[config.mk]
export PLATFORM = sky130hd
export DESIGN_NAME = nv_onehot_clk_en_seq
export DESIGN_NICKNAME = d
export VERILOG_FILES = /design/src/rtl/nv_onehot_clk_pkg.sv /design/src/rtl/nv_onehot_gap_cnt.sv /design/src/rtl/nv_onehot_clk_en_seq.sv
export SDC_FILE = /design/constraint.sdc
export NUM_CORES = 1
export LEC_CHECK = 0
export BUFFER_PORTS_ARGS = -buffer_cell sky130_fd_sc_hd__buf_2
export CAP_MARGIN = 20
export CORE_UTILIZATION = 55
export CTS_BUF_LIST = sky130_fd_sc_hd__clkbuf_16
export CTS_CLUSTER_SIZE = 16
export DETAILED_ROUTE_END_ITERATION = 7
export GPL_TIMING_DRIVEN = 0
export PLACE_DENSITY = 0.77
export SLEW_MARGIN = 20
export SYNTH_ARGS = -nofsm -noshare
export SYNTH_HDL_FRONTEND = slang
export SYNTH_HIERARCHICAL = 1
export SYNTH_SLANG_ARGS = --single-unit
[constraint.sdc]
create_clock -name nvdla_core_clk -period 5.76 [get_ports nvdla_core_clk]
set_input_delay 0 -clock nvdla_core_clk [delete_from_list [all_inputs] [get_ports nvdla_core_clk]]
set_output_delay 0 -clock nvdla_core_clk [all_outputs]
set_load 0.03 [all_outputs]
[src/rtl/nv_onehot_clk_pkg.sv]
// rtl/nv_onehot_clk_pkg.sv - shared types, widths and one-hot decode for the clock-enable sequencer
package nv_onehot_clk_pkg;

  typedef enum logic [2:0] {
    FUNC,
    GAP_IN,
    ONE,
    GAP_STEP,
    GAP_OUT
  } state_e;

  localparam int GAP_W  = 4;
  localparam int MAX_CH = 16;

  function automatic logic [MAX_CH-1:0] onehot_dec(input logic [31:0] idx);
    logic [MAX_CH-1:0] one;
    one = MAX_CH'(1);
    return one << idx;
  endfunction

endpackage

[src/rtl/nv_onehot_gap_cnt.sv]
// rtl/nv_onehot_gap_cnt.sv - loadable down-counter with zero flag, used for gap and dwell timing
module nv_onehot_gap_cnt #(
  parameter int W = 4
) (
  input  logic         nvdla_core_clk,
  input  logic         nvdla_core_rstn,
  input  logic         load,
  input  logic [W-1:0] load_val,
  input  logic         dec,
  output logic         done
);

  logic [W-1:0] cnt_q, cnt_d;

  always_comb begin
    cnt_d = cnt_q;
    if (load) begin
      cnt_d = load_val;
    end else if (dec && (cnt_q != '0)) begin
      cnt_d = cnt_q - W'(1);
    end
  end

  always_ff @(posedge nvdla_core_clk) begin
    if (!nvdla_core_rstn) begin
      cnt_q <= '0;
    end else begin
      cnt_q <= cnt_d;
    end
  end

  assign done = (cnt_q == '0);

endmodule

[src/rtl/nv_onehot_clk_en_seq.sv]
// rtl/nv_onehot_clk_en_seq.sv - registered clock-gate enables with DFT one-hot sequencing and gapped hand-offs
// Optional dwell-timer auto-step enabled by defining NV_ONEHOT_CLK_AUTO_STEP_EN.
module nv_onehot_clk_en_seq
  import nv_onehot_clk_pkg::*;
#(
  parameter int NUM_CH    = 2,
  parameter int CH_W      = 4,
  parameter int GAP_CYC   = 2,
  parameter int DWELL_CYC = 64
) (
  input  logic              nvdla_core_clk,
  input  logic              nvdla_core_rstn,
  input  logic              one_hot_enable,
  input  logic              step,
  input  logic [NUM_CH-1:0] func_en,
  output logic [NUM_CH-1:0] clk_en,
  output logic [CH_W-1:0]   active_ch,
  output logic              in_gap,
  output logic              wrap
);

  state_e            state_q, state_d;
  logic [NUM_CH-1:0] clk_en_q, clk_en_d;
  logic [CH_W-1:0]   active_ch_q, active_ch_d, ch_nxt;
  logic              in_gap_q, in_gap_d;
  logic              wrap_q, wrap_d;
  logic              gap_load, gap_dec, gap_done;
  logic              step_int;
  logic [NUM_CH-1:0] cur_mask, nxt_mask;

  assign ch_nxt   = (active_ch_q == CH_W'(NUM_CH - 1)) ? '0 : active_ch_q + CH_W'(1);
  assign cur_mask = NUM_CH'(onehot_dec(32'(active_ch_q)));
  assign nxt_mask = NUM_CH'(onehot_dec(32'(ch_nxt)));
  assign gap_dec  = (state_q == GAP_IN) || (state_q == GAP_STEP) || (state_q == GAP_OUT);

  nv_onehot_gap_cnt #(.W(GAP_W)) u_gap_cnt (
    .nvdla_core_clk  (nvdla_core_clk),
    .nvdla_core_rstn (nvdla_core_rstn),
    .load            (gap_load),
    .load_val        (GAP_W'(GAP_CYC - 1)),
    .dec             (gap_dec),
    .done            (gap_done)
  );

`ifdef NV_ONEHOT_CLK_AUTO_STEP_EN
  localparam int DW_W = (DWELL_CYC > 1) ? $clog2(DWELL_CYC) : 1;
  logic dwell_load, dwell_done;

  // Reloaded on every entry to ONE so each channel gets a full dwell.
  assign dwell_load = (state_d == ONE) && (state_q != ONE);
  assign step_int   = step | ((state_q == ONE) & dwell_done);

  nv_onehot_gap_cnt #(.W(DW_W)) u_dwell_cnt (
    .nvdla_core_clk  (nvdla_core_clk),
    .nvdla_core_rstn (nvdla_core_rstn),
    .load            (dwell_load),
    .load_val        (DW_W'(DWELL_CYC - 1)),
    .dec             (state_q == ONE),
    .done            (dwell_done)
  );
`else
  assign step_int = step;
`endif

  always_comb begin
    state_d     = state_q;
    clk_en_d    = clk_en_q;
    active_ch_d = active_ch_q;
    wrap_d      = 1'b0;
    gap_load    = 1'b0;
    case (state_q)
      FUNC: begin
        clk_en_d = func_en;
        if (one_hot_enable) begin
          state_d     = GAP_IN;
          clk_en_d    = '0;
          active_ch_d = '0;
          gap_load    = 1'b1;
        end
      end
      GAP_IN: begin
        clk_en_d = '0;
        if (!one_hot_enable) begin
          state_d  = GAP_OUT;
          gap_load = 1'b1;
        end else if (gap_done) begin
          state_d  = ONE;
          clk_en_d = cur_mask & func_en;
        end
      end
      ONE: begin
        clk_en_d = cur_mask & func_en;
        // Leaving one-hot mode takes priority over a coincident step.
        if (!one_hot_enable) begin
          state_d  = GAP_OUT;
          clk_en_d = '0;
          gap_load = 1'b1;
        end else if (step_int) begin
          state_d  = GAP_STEP;
          clk_en_d = '0;
          gap_load = 1'b1;
        end
      end
      GAP_STEP: begin
        clk_en_d = '0;
        if (!one_hot_enable) begin
          state_d  = GAP_OUT;
          gap_load = 1'b1;
        end else if (gap_done) begin
          state_d     = ONE;
          active_ch_d = ch_nxt;
          clk_en_d    = nxt_mask & func_en;
          wrap_d      = (active_ch_q == CH_W'(NUM_CH - 1));
        end
      end
      GAP_OUT: begin
        clk_en_d = '0;
        if (gap_done) begin
          active_ch_d = '0;
          if (one_hot_enable) begin
            state_d  = GAP_IN;
            gap_load = 1'b1;
          end else begin
            state_d  = FUNC;
            clk_en_d = func_en;
          end
        end
      end
      default: begin
        state_d     = FUNC;
        clk_en_d    = '1;
        active_ch_d = '0;
      end
    endcase
    in_gap_d = (state_d == GAP_IN) || (state_d == GAP_STEP) || (state_d == GAP_OUT);
  end

  always_ff @(posedge nvdla_core_clk) begin
    if (!nvdla_core_rstn) begin
      state_q     <= FUNC;
      clk_en_q    <= '1;
      active_ch_q <= '0;
      in_gap_q    <= 1'b0;
      wrap_q      <= 1'b0;
    end else begin
      state_q     <= state_d;
      clk_en_q    <= clk_en_d;
      active_ch_q <= active_ch_d;
      in_gap_q    <= in_gap_d;
      wrap_q      <= wrap_d;
    end
  end

  assign clk_en    = clk_en_q;
  assign active_ch = active_ch_q;
  assign in_gap    = in_gap_q;
  assign wrap      = wrap_q;

endmodule

==> results_dict.tcl <==
set metrics [dict create \
    cts_root_buf "clkbuf_16" \
    coreArea_um2 1710 \
    fp.dieArea_um2 1990 \
    syn_inst 129 \
    num-nets-final 157 \
    avgSynthCellArea_um2 7.74 \
    fin_skew_ns 0.00562 \
    fp-row-count 15 \
    grtUsageMet2_pct 39.4 \
    cts_sinks 15 \
    drc 0 \
    dp_hpwl_um 1490 \
    place_inst 169 \
    wl_per_cell_um 12.0 \
    yosysWarnings 6 \
    ioPinCount 14 \
    r2r_cells 10 \
    antenna_cells 0 \
    arrival_ns 2.46 \
    hold_class "input port to flop" \
    status "finished, final reports clean" \
    path_clk_slew_ns 0.05 \
    reg2reg_to "u_gap_cnt/cnt_q[3]" \
    final_cell_mix "buf_2, dfxtp_1, nor2_1, nand2_1, inv_1" \
    grtUsageMet3_pct 6.12 \
    initial_core_util_pct 58.5 \
    mostFrequentLayoutCell "buf_2" \
    gr-usage-met1_pct 28.9 \
    die_h_um 44.6 \
    numPortBuffers 13 \
    post_cts_resized 0 \
    period_share_pct 40.6 \
    routed_via_density 5.69 \
    reg2reg_slack_ns 3.42 \
    async_flop_share_pct 0 \
    synth-seq-cells 15 \
    netlist_area_um2 998 \
    antenna_found_initial 0 \
    crit_path_max_fanout 10 \
    start_kind "flop" \
    max_freq_mhz 428 \
    clk_latency_ns 0.25 \
    fin_cells 174 \
    hold_start "func_en[0]" \
    power_density_nw_per_um2 293 \
    drv_slew 0 \
    r2r-start "u_gap_cnt/cnt_q[0]" \
    vias 990 \
    post_cts_buffers 0 \
    final-setup-viol-count 0 \
    whs_path_depth 3 \
    die_w_um 44.6 \
    clock_path_buffers 2 \
    htreeDepth 1 \
    fillCellCount 152 \
    cts_tree "yes" \
    power_uw 349 \
    grt_busiest_layer "met2" \
    grt_pass1_wl_um 3390 \
    synth-edff-count 0 \
    gp_congestion 0.828 \
    grt_overflow 0 \
    hold_end "clk_en[0]" \
    drt_first_pass_iters 4 \
    wl_um 2080 \
    rsz0062_at_grt "no" \
    ys.flop_type "dfxtp_1" \
    vdd.ir_drop.worst_mv 0.198 \
    synth_cell_types 48 \
    first_global_vias 804 \
    fin_tns_setup_ns 0 \
    cap_violations 0 \
    cp-end-kind "flop" \
    p_leak_uw 0.000501 \
    drive_above_1_share_pct 22.8 \
    crit_type "flop to flop" \
    syn2layout_area_growth_pct 19.3 \
    ant_nets 0 \
    yosysSeqAreaShare_pct 30.1 \
    min_period_ns 2.34 \
    hold_viol 0 \
    cp.required_ns 5.88 \
    cts_inserted_buffers 3 \
    grt_max_degree 11 \
    dr.first_iter.drc_count 22 \
    grt_use_total_pct 23.4 \
]
[state kept, by name (all words and copies together) (netlist names)]
register         cells
active_ch            4
clk_en               2
in_gap               1
state_q              3
u_gap_cnt/cnt_q      4
wrap                 1
[cell usage after synthesis, types with 2 or more instances]
cell type	n	area, um2
buf_6	2	22.5
nor2b_1	6	37.5
buf_2	4	20.0
o22ai_1	2	12.5
clkbuf_1	2	7.51
conb_1	2	7.51
buf_4	2	15.0
o21ai_0	5	25.0
a21oi_1	7	35.0
inv_1	7	26.3
nor2_1	12	45.0
nand4_1	5	31.3
nand3_1	5	25.0
nand2_1	12	45.0
dfxtp_1	15	300
nor3_1	5	25.0
a31oi_1	5	31.3
[cell type report]
| class | count | area, um2 | area share (%) |
|---|---|---|---|
| Multi-Input combinational cell | 98 | 609 | 51.2 |
| Timing Repair Buffer | 14 | 75.1 | 6.30 |
| Buffer | 10 | 65.1 | 5.46 |
| Tap cell | 25 | 31.3 | 2.63 |
| Clock buffer | 3 | 75.1 | 6.30 |
| Sequential cell | 15 | 300 | 25.2 |
| Inverter | 8 | 31.3 | 2.63 |
| Clock inverter | 1 | 3.75 | 0.315 |
[what timing repair did]
action,in CTS,in global routing
hold endpoints to repair,1,0
hold buffers,1,0
endpoints found under the setup margin,0,0
[worst max-delay path by stage]
stage,slack [ns],end,cells past startpoint,startpoint
2_1_floorplan,3.71,u_gap_cnt/cnt_q[3],10,u_gap_cnt/cnt_q[0]
3_3_place_gp,3.52,u_gap_cnt/cnt_q[3],10,u_gap_cnt/cnt_q[0]
3_5_place_dp,3.47,u_gap_cnt/cnt_q[3],10,u_gap_cnt/cnt_q[0]
4_1_cts,3.45,u_gap_cnt/cnt_q[3],10,u_gap_cnt/cnt_q[0]
5_1_grt,3.26,u_gap_cnt/cnt_q[2],9,u_gap_cnt/cnt_q[0]
6_report,3.42,u_gap_cnt/cnt_q[3],10,u_gap_cnt/cnt_q[0]
[power breakdown]
| group | switching, uW | internal, uW | total (uW) | leakage, uW |
|---|---|---|---|---|
| registers | 6.49 | 113 | 119 | 0.000123 |
| clock network | 42.6 | 91.9 | 135 | 0.0000423 |
| logic | 56.6 | 38.8 | 95.3 | 0.000335 |
[kinds of logic (layout without fill, tap and decap cells)]
group                    Yosys count  in the layout  share of synthesized area, %
AND/OR/NAND/NOR                   57             57                          32.2
AO/OA/AOI/OAI                     34             34                          23.9
buffers and inverters             18             36                          9.65
flip-flops                        15             15                          30.1
other                              2              4                         0.752
multiplexers                       2              2                          2.13
adder cells (fa/ha/maj)            1              1                          1.25
[layer usage]
layer / part of all wire, % / up-vias
li1: - / 507
met2: 47 / 19
met1: 49 / 459
met5: 0 / -
met3: 3.4 / 5
met4: 1.2 / 0
[stage by stage]
step	hold WS [ns]	utilization (%)	setup slack (ns)	area (um2)
after floorplan	0.133	-	3.71	1010
after global placement	0.249	64.5	3.52	1100
after detailed placement	0.245	64.5	3.47	1100
after CTS	0.0385	69.7	3.45	1190
after global routing	0.0374	69.7	3.26	1190
final	0.0364	69.7	3.42	1190
[worst max-delay path: stages, from the launching register on]
cell,delay [ns]
dfxtp_1,0.34
inv_1,0.08
ha_1,0.21
or3b_4,0.42
clkinv_2,0.08
buf_4,0.17
nand2_1,0.06
o32ai_1,0.36
inv_1,0.23
o21ai_0,0.21
a21oi_1,0.05
(Power assumes the default switching activity.)
